<file path="src/rtl/pet_io_hub.sv">
// pet_io_hub: I/O page decoder for the PET peripheral slots.
// One-hot decodes a CPU access onto NUM_DEV slots, issues a one-clk strobe,
// applies wait states, registers the AND-combined read data and aggregates
// masked device IRQs. Hub IRQ status/mask registers answer when no slot is hit.
//
// state     | meaning
// ----------+-------------------------------------------------------------
// S_IDLE    | waiting for ce&cs; releases rdy one edge after a capture
// S_STROBE  | slot strobe and dev_we high for one clk; hub register write
// S_WAIT    | wait states, wcnt runs 0..WAIT_CYCLES-1
// S_CAPTURE | read data registered into data_out (reads only)
module pet_io_hub #(
  parameter int          NUM_DEV     = 4,
  parameter int          ADDR_W      = 8,
  parameter int          SEL_LSB     = 4,
  parameter int          WAIT_CYCLES = 0,
  parameter logic [7:0]  OPEN_BUS    = 8'hE8,
  parameter bit          HUB_REGS_EN = 1'b1
) (
  input  logic                 clk,
  input  logic                 reset,
  input  logic                 ce,
  input  logic                 cs,
  input  logic                 we,
  input  logic [ADDR_W-1:0]    addr,
  input  logic [7:0]           data_in,
  output logic [7:0]           data_out,
  output logic                 rdy,
  input  logic [NUM_DEV-1:0]   dev_present,
  output logic [NUM_DEV-1:0]   dev_strobe,
  output logic                 dev_we,
  input  logic [8*NUM_DEV-1:0] dev_rdata,
  input  logic [NUM_DEV-1:0]   dev_irq,
  output logic                 irq
);

  typedef enum logic [1:0] {
    S_IDLE    = 2'd0,
    S_STROBE  = 2'd1,
    S_WAIT    = 2'd2,
    S_CAPTURE = 2'd3
  } state_t;

  localparam logic [3:0] WCNT_LAST = 4'((WAIT_CYCLES > 0) ? (WAIT_CYCLES - 1) : 0);

  state_t             state;
  logic [3:0]         wcnt;
  logic               rdy_pend;
  logic [NUM_DEV-1:0] sel_raw;
  logic [NUM_DEV-1:0] sel_l;
  logic               we_l;
  logic               addr0_l;
  logic [NUM_DEV-1:0] wdata_l;
  logic [NUM_DEV-1:0] mask;
  logic [7:0]         rd_and;
  logic [7:0]         hub_status;
  logic [7:0]         hub_mask;
  logic [7:0]         rd_next;
  logic               unused_bits;

  // Only addr[0], the slot select bits and the low data bits are consumed
  assign unused_bits = ^{addr, data_in};

  // Slot decode: a slot is hit only if its address bit is set and it is populated
  always_comb begin
    sel_raw = '0;
    for (int i = 0; i < NUM_DEV; i++) begin
      sel_raw[i] = cs & addr[SEL_LSB+i] & dev_present[i];
    end
  end

  // Read data source: AND of selected slots, else hub registers or open bus
  always_comb begin
    rd_and     = 8'hFF;
    hub_status = 8'h00;
    hub_mask   = 8'h00;
    for (int i = 0; i < NUM_DEV; i++) begin
      if (sel_l[i]) begin
        rd_and = rd_and & dev_rdata[8*i +: 8];
      end
      hub_status[i] = dev_irq[i] & mask[i];
      hub_mask[i]   = mask[i];
    end
    if (sel_l != '0) begin
      rd_next = rd_and;
    end else if (!HUB_REGS_EN) begin
      rd_next = OPEN_BUS;
    end else if (addr0_l) begin
      rd_next = hub_mask;
    end else begin
      rd_next = hub_status;
    end
  end

  // Access sequencer with registered strobe/rdy/data outputs and the hub mask register
  always_ff @(posedge clk) begin
    if (reset) begin
      state      <= S_IDLE;
      wcnt       <= 4'd0;
      rdy        <= 1'b1;
      rdy_pend   <= 1'b0;
      dev_strobe <= '0;
      dev_we     <= 1'b0;
      data_out   <= OPEN_BUS;
      mask       <= '1;
      sel_l      <= '0;
      we_l       <= 1'b0;
      addr0_l    <= 1'b0;
      wdata_l    <= '0;
    end else begin
      case (state)
        S_IDLE: begin
          if (rdy_pend) begin
            rdy      <= 1'b1;
            rdy_pend <= 1'b0;
          end
          if (ce && cs) begin
            sel_l      <= sel_raw;
            we_l       <= we;
            addr0_l    <= addr[0];
            wdata_l    <= data_in[NUM_DEV-1:0];
            dev_strobe <= sel_raw;
            dev_we     <= we;
            state      <= S_STROBE;
          end
        end
        S_STROBE: begin
          dev_strobe <= '0;
          dev_we     <= 1'b0;
          rdy        <= 1'b0;
          wcnt       <= 4'd0;
          if (HUB_REGS_EN && we_l && (sel_l == '0) && addr0_l) begin
            mask <= wdata_l;
          end
          state <= (WAIT_CYCLES > 0) ? S_WAIT : S_CAPTURE;
        end
        S_WAIT: begin
          if (wcnt == WCNT_LAST) begin
            wcnt  <= 4'd0;
            state <= S_CAPTURE;
          end else begin
            wcnt <= wcnt + 4'd1;
          end
        end
        S_CAPTURE: begin
          if (!we_l) begin
            data_out <= rd_next;
          end
          rdy_pend <= 1'b1;
          state    <= S_IDLE;
        end
        default: state <= S_IDLE;
      endcase
    end
  end

  // Masked IRQ aggregation, free-running with one clk latency
  always_ff @(posedge clk) begin
    if (reset) begin
      irq <= 1'b0;
    end else begin
      irq <= |(dev_irq & mask);
    end
  end

endmodule

</file>
<file path="config.mk">
export PLATFORM = sky130hd
export DESIGN_NAME = pet_io_hub
export DESIGN_NICKNAME = d
export VERILOG_FILES = /design/src/rtl/pet_io_hub.sv
export SDC_FILE = /design/constraint.sdc
export NUM_CORES = 1
export LEC_CHECK = 0
export CAP_MARGIN = 20
export CORE_AREA = 2 2 57 59
export CTS_BUF_LIST = sky130_fd_sc_hd__clkbuf_8
export DETAILED_ROUTE_END_ITERATION = 7
export DIE_AREA = 0 0 59 61
export DONT_BUFFER_PORTS = 1
export MAX_ROUTING_LAYER = met4
export PLACE_DENSITY = 0.83
export SLEW_MARGIN = 0
export SYNTH_ARGS = -nofsm -noshare
export SYNTH_HDL_FRONTEND = slang
export SYNTH_SLANG_ARGS = --single-unit
</file>
<file path="constraint.sdc">
create_clock -name clk -period 3.3 [get_ports clk]
set_clock_uncertainty 0.1 [all_clocks]
set_input_delay 0.66 -clock clk [delete_from_list [all_inputs] [get_ports clk]]
set_output_delay 0.66 -clock clk [all_outputs]
set_load 0.02 [all_outputs]
</file>
Yosys cells after proc, flatten, opt, wreduce, memory -nomap -nowiden
Cells that the tools add are included.
{ "classes": {"addsub": 1, "bitwise_logic": 17, "reduce_logical": 17, "eq_ne": 6, "mux": 18} }
{ "op_table": {"columns": ["operator", "count"], "rows": [
  ["two-way mux 8 bit", 5],
  ["bitwise AND 8 bit", 3],
  ["one-hot mux 4 bit (2 select lines)", 2],
  ["bitwise AND 1 bit", 12],
  ["two-way mux 4 bit", 3],
  ["AND reduction 2 bit", 6],
  ["zero test 4 bit", 2],
  ["one-hot mux 2 bit (4 select lines)", 1],
  ["inequality test 2 bit, second input constant", 3],
  ["one-hot mux 1 bit (2 select lines)", 3],
  ["nonzero test 2 bit", 3],
  ["adder 4 x 1 -> 4 bit, second input constant", 1],
  ["bitwise AND 4 bit", 1],
  ["== test 2 bit, second input constant", 2],
  ["two-way mux 2 bit", 2],
  ["nonzero test 4 bit", 1],
  ["OR reduction 4 bit", 1],
  ["logical AND 1 bit", 3],
  ["== test 2 x 1 -> 1 bit, second input constant", 1],
  ["zero test 2 bit", 1],
  ["two-way mux 1 bit", 2],
  ["NOT 1 bit", 1]
]} }
{ "word_totals": {"reg_bits": 36, "inputBits": 61, "out_inout_bits": 15, "word_cells": 72} }

Logic depth before layout (Yosys ltp)
{ "depth": {"word_depth": 8, "depth_mapped": 7, "ltp_nobuf": 5} }

Worst setup path after synthesis
No wires, ideal clock.
{ "synth_path": {"kind": "register to register", "startpoint": "reg state[1]", "endpoint": "reg mask[0]", "setup_slack_ps": 1709, "arrival_ps": 1371, "path_stages_with_launch": 6, "required_ps": 3080, "n_path_buf": 0, "period_less_slack_ps": 1591, "path_cell_list": "dfxtp_1 inv_1 ha_1 and3_2 and3_2 a211o_1"} }
{ "synth_between": {"elab_chain_cells": 2} }
{ "synth_rtl": {"columns": ["element", "line_no", "text"], "rows": [
  ["from (decl)", "46", "state_t state;"],
  ["from (signal assigned)", "135", "state <= (WAIT_CYCLES > 0) ? S_WAIT : S_CAPTURE;"],
  ["== test 2 x 1 -> 1 bit", "111", "case (state)"],
  ["AND reduction 2 bit (no line)", null, null],
  ["to (signal assigned)", "133", "mask <= wdata_l;"],
  ["to (decl)", "54", "logic [NUM_DEV-1:0] mask;"]
]} }
No other way between the ends.
A chain may end at the register's enable or synchronous reset.

Worst setup path in the final report
{ "layout_path": {"startpoint": "reg sel_l[0]", "endpoint": "reg mask[2]"} }
{ "layout_between": {"elab_chain_cells": 4} }
{ "layout_rtl": {"columns": ["element", "line_no", "text"], "rows": [
  ["from (decl)", "50", "logic [NUM_DEV-1:0] sel_l;"],
  ["from (signal assigned)", "118", "sel_l <= sel_raw;"],
  ["zero test 4 bit", "132", "if (HUB_REGS_EN && we_l && (sel_l == '0) && addr0_l) begin"],
  ["logical AND 1 bit (2 in a row)", "132", null],
  ["AND reduction 2 bit (no line)", null, null]
]} }
No other way between the ends.

==> results.py <==
metrics = {
    "status": {
        "status": "complete, no violations",
    },
    "grt": {
        "grt_pass1_wl_mm": 5.78,
        "grt_max_degree": 40,
        "grt_pass1_vias": 1377,
        "grt.total_usage_pct": 22.7,
        "antenna_found_initial": 0,
        "overflow": 0,
    },
    "sta": {
        "slew_headroom_pct": 39.0,
        "setup_viol_count_final": 0,
        "min_period_ns": 1.80,
        "fin_tns_setup_ns": 0,
        "final-max-slew-violation-count": 0,
        "tightest_slew_ns": 0.908,
        "whs_ns": 0.330,
        "rsz0062_at_grt": "false",
        "clock.fmax_ghz": 0.555,
        "hold_viol": 0,
        "fin_crit_sh_pct": 54.6,
    },
    "synthesis": {
        "async_reset_ff_share_pct": 0,
        "synth-main-ff-cell": "dfxtp_1",
        "ys_types": 40,
        "synthCells": 198,
        "synth_top_area_share_pct": 41.3,
        "syn_avg_cell_area_sq_um": 8.81,
        "ys_seq_elements": 36,
        "synth_area_leaders": "dfxtp_1 (41%), a21oi_1 (6.0%), ha_1 (5.0%)",
        "synthMuxAreaShare_pct": 1.79,
        "synthAdderAreaFrac_pct": 5.02,
        "synth_nets": 266,
        "synth_top_family_by_area": "simple AND/OR/NAND/NOR gates",
        "synth-xor-area-share_pct": 1.51,
        "synth_compound_area_share_pct": 20.7,
        "synth_edf_count": 0,
        "yosysSeqAreaShare_pct": 41.3,
        "synthSimpleGateAreaFrac_pct": 25.2,
        "syn_area_sq_um": 1740,
        "yosysWarnings": 0,
        "synth_top_cell_by_area": "dfxtp_1",
    },
    "final_layout": {
        "antennaDiodeCount": 0,
        "final_common_cell": "dfxtp_1",
        "num-nets-final": 263,
        "multiInputGateArea_sq_um": 945,
        "ff_latch_area_sq_um": 721,
        "final_core_util_pct": 62.0,
        "drive_gt1_share_pct": 10.7,
        "layout_common_cells": "dfxtp_1 (36), a21oi_1 (21), nand2_1 (18)",
        "areaGrowthSynthToFinish_pct": 4.95,
        "nFillCells": 257,
    },
    "route": {
        "vias_per_cell": 6.39,
        "vias": 1463,
        "first_pass_iters": 4,
        "drtAntennaViolNets": 0,
        "drc": 0,
        "drt-total-wl_mm": 3.91,
        "dr.first_iter.drc_count": 53,
        "avgRoutedWirePerCell_um": 17.1,
    },
    "clocking": {
        "cts_made_buffers": 5,
        "post_cts_buffers": 0,
        "clk_pin_slew_ns": 0.07,
        "cts_tree": "done",
        "h-tree-depth": 2,
        "cts_buffer_depth": 2,
        "clk_latency_ns": 0.29,
        "ctsHoldBuffers": 0,
        "cts_resized": 0,
        "root_buffer": "clkbuf_8",
        "cts.sinks": 36,
    },
    "worst_setup_path": {
        "critPathKind": "register to register",
        "endpoint_kind": "register",
        "cp_slowest_cell": "nor4_2",
        "arrival_ns": 1.89,
        "crit_fanout": 11,
        "required_ns": 3.38,
        "cpPeakStageDelay_ns": 0.80,
        "critPathLaunchType": "register",
        "critical_path.cell_chain": "nor4_2 > nand2_4 > a211o_1",
    },
    "place": {
        "gp_congestion": 0.791,
        "portBuffers": 0,
        "place.detailed.hpwl_mm": 2.93,
    },
    "floorplan": {
        "ios": 76,
        "die_area_sq_um": 3600,
        "row_count": 20,
        "die_h_um": 61,
        "core_area_sq_um": 2950,
        "die_w_um": 59,
        "start_util_pct": 59.1,
    },
    "flow_run": {
        "cap_violations": 0,
    },
    "worst_hold_path": {
        "hp-class": "primary input to register",
    },
    "power_and_ir_drop": {
        "totalPowerFinal_uw": 1200,
        "peakVddDrop_mv": 0.314,
        "power_leakage_uw": 0.000654,
        "p_per_area_nw_per_um2": 653,
    },
}
cell usage after synthesis (all sizes together), types with 2 or more instances:
cell type	count
dfxtp	36
a21oi	21
nand2	19
nand3	11
o22ai	10
inv	9
nand2b	9
ha	7
o21ai	7
and3	6
clkbuf	6
nand3b	5
nor2	5
o41ai	5
a211o	4
and2	4
buf	4
nand4b	4
a22oi	3
nor3	3
or2b	3
mux2i	2
o2111ai	2
or2	2
xor2	2
critical path: cells and delay by family, from the launching register on:
family / cells / cell delay [ns]
simple gates: 2 / 0.90
flops: 1 / 0.36
compound gates: 1 / 0.33
routing by layer:
metal / global-route usage [%] / vias up / part of all wire [%]
li1: - / 709 / -
met1: 20.3 / 697 / 39
met2: 42.7 / 50 / 53
met3: 8.32 / 7 / 7.0
met4: 9.42 / 0 / 1.4
met5: - / - / 0
kinds of logic after synthesis:
| family | count (synthesis) |
|---|---|
| AND/OR/NAND/NOR | 74 |
| AO/OA/AOI/OAI | 56 |
| flip-flops | 36 |
| buffers and inverters | 19 |
| adder cells (fa/ha/maj) | 7 |
| XOR/XNOR | 3 |
| multiplexers | 3 |
state kept, by name, indices dropped and copies added (netlist names):
register,count
rdy_pend,1
sel_l,4
rdy,1
state,2
irq,1
wcnt,4
dev_strobe,4
we_l,1
mask,4
wdata_l,4
data_out,8
dev_we,1
addr0_l,1
area by class of cell:
| type | count | share of cell area (%) |
|---|---|---|
| Clock buffer | 6 | 4.51 |
| Clock inverter | 2 | 0.410 |
| Inverter | 9 | 1.85 |
| Multi-Input combinational cell | 143 | 51.6 |
| Sequential cell | 36 | 39.4 |
| Tap cell | 33 | 2.26 |
per-stage QoR:
step / cells / area [sq um] / setup WS [ns]
after global placement: 221 / 1740 / 1.58
after global routing: 229 / 1830 / 1.41
after detailed placement: 221 / 1740 / 1.52
final: 229 / 1830 / 1.50
after floorplan: 198 / 1740 / 1.71
after CTS: 229 / 1830 / 1.49
final timing paths:
check,startpoint,endpoint,slack [ns],cells after the start
worst max-delay path,sel_l[0],mask[2],1.50,3
worst min-delay path,reset,addr0_l,0.33,1
worst max register to register,sel_l[0],mask[2],1.50,3
worst min register to register,wdata_l[3],wdata_l[3],0.36,2
report_power, final:
part | internal [uW] | switching [uW] | total (uW) | leakage, uW
Sequential | 486 | 72.0 | 558 | 0.000293
Clock | 164 | 154 | 318 | 0.0000538
Combinational | 140 | 180 | 320 | 0.000308
Power figures use the tool's default switching activity.
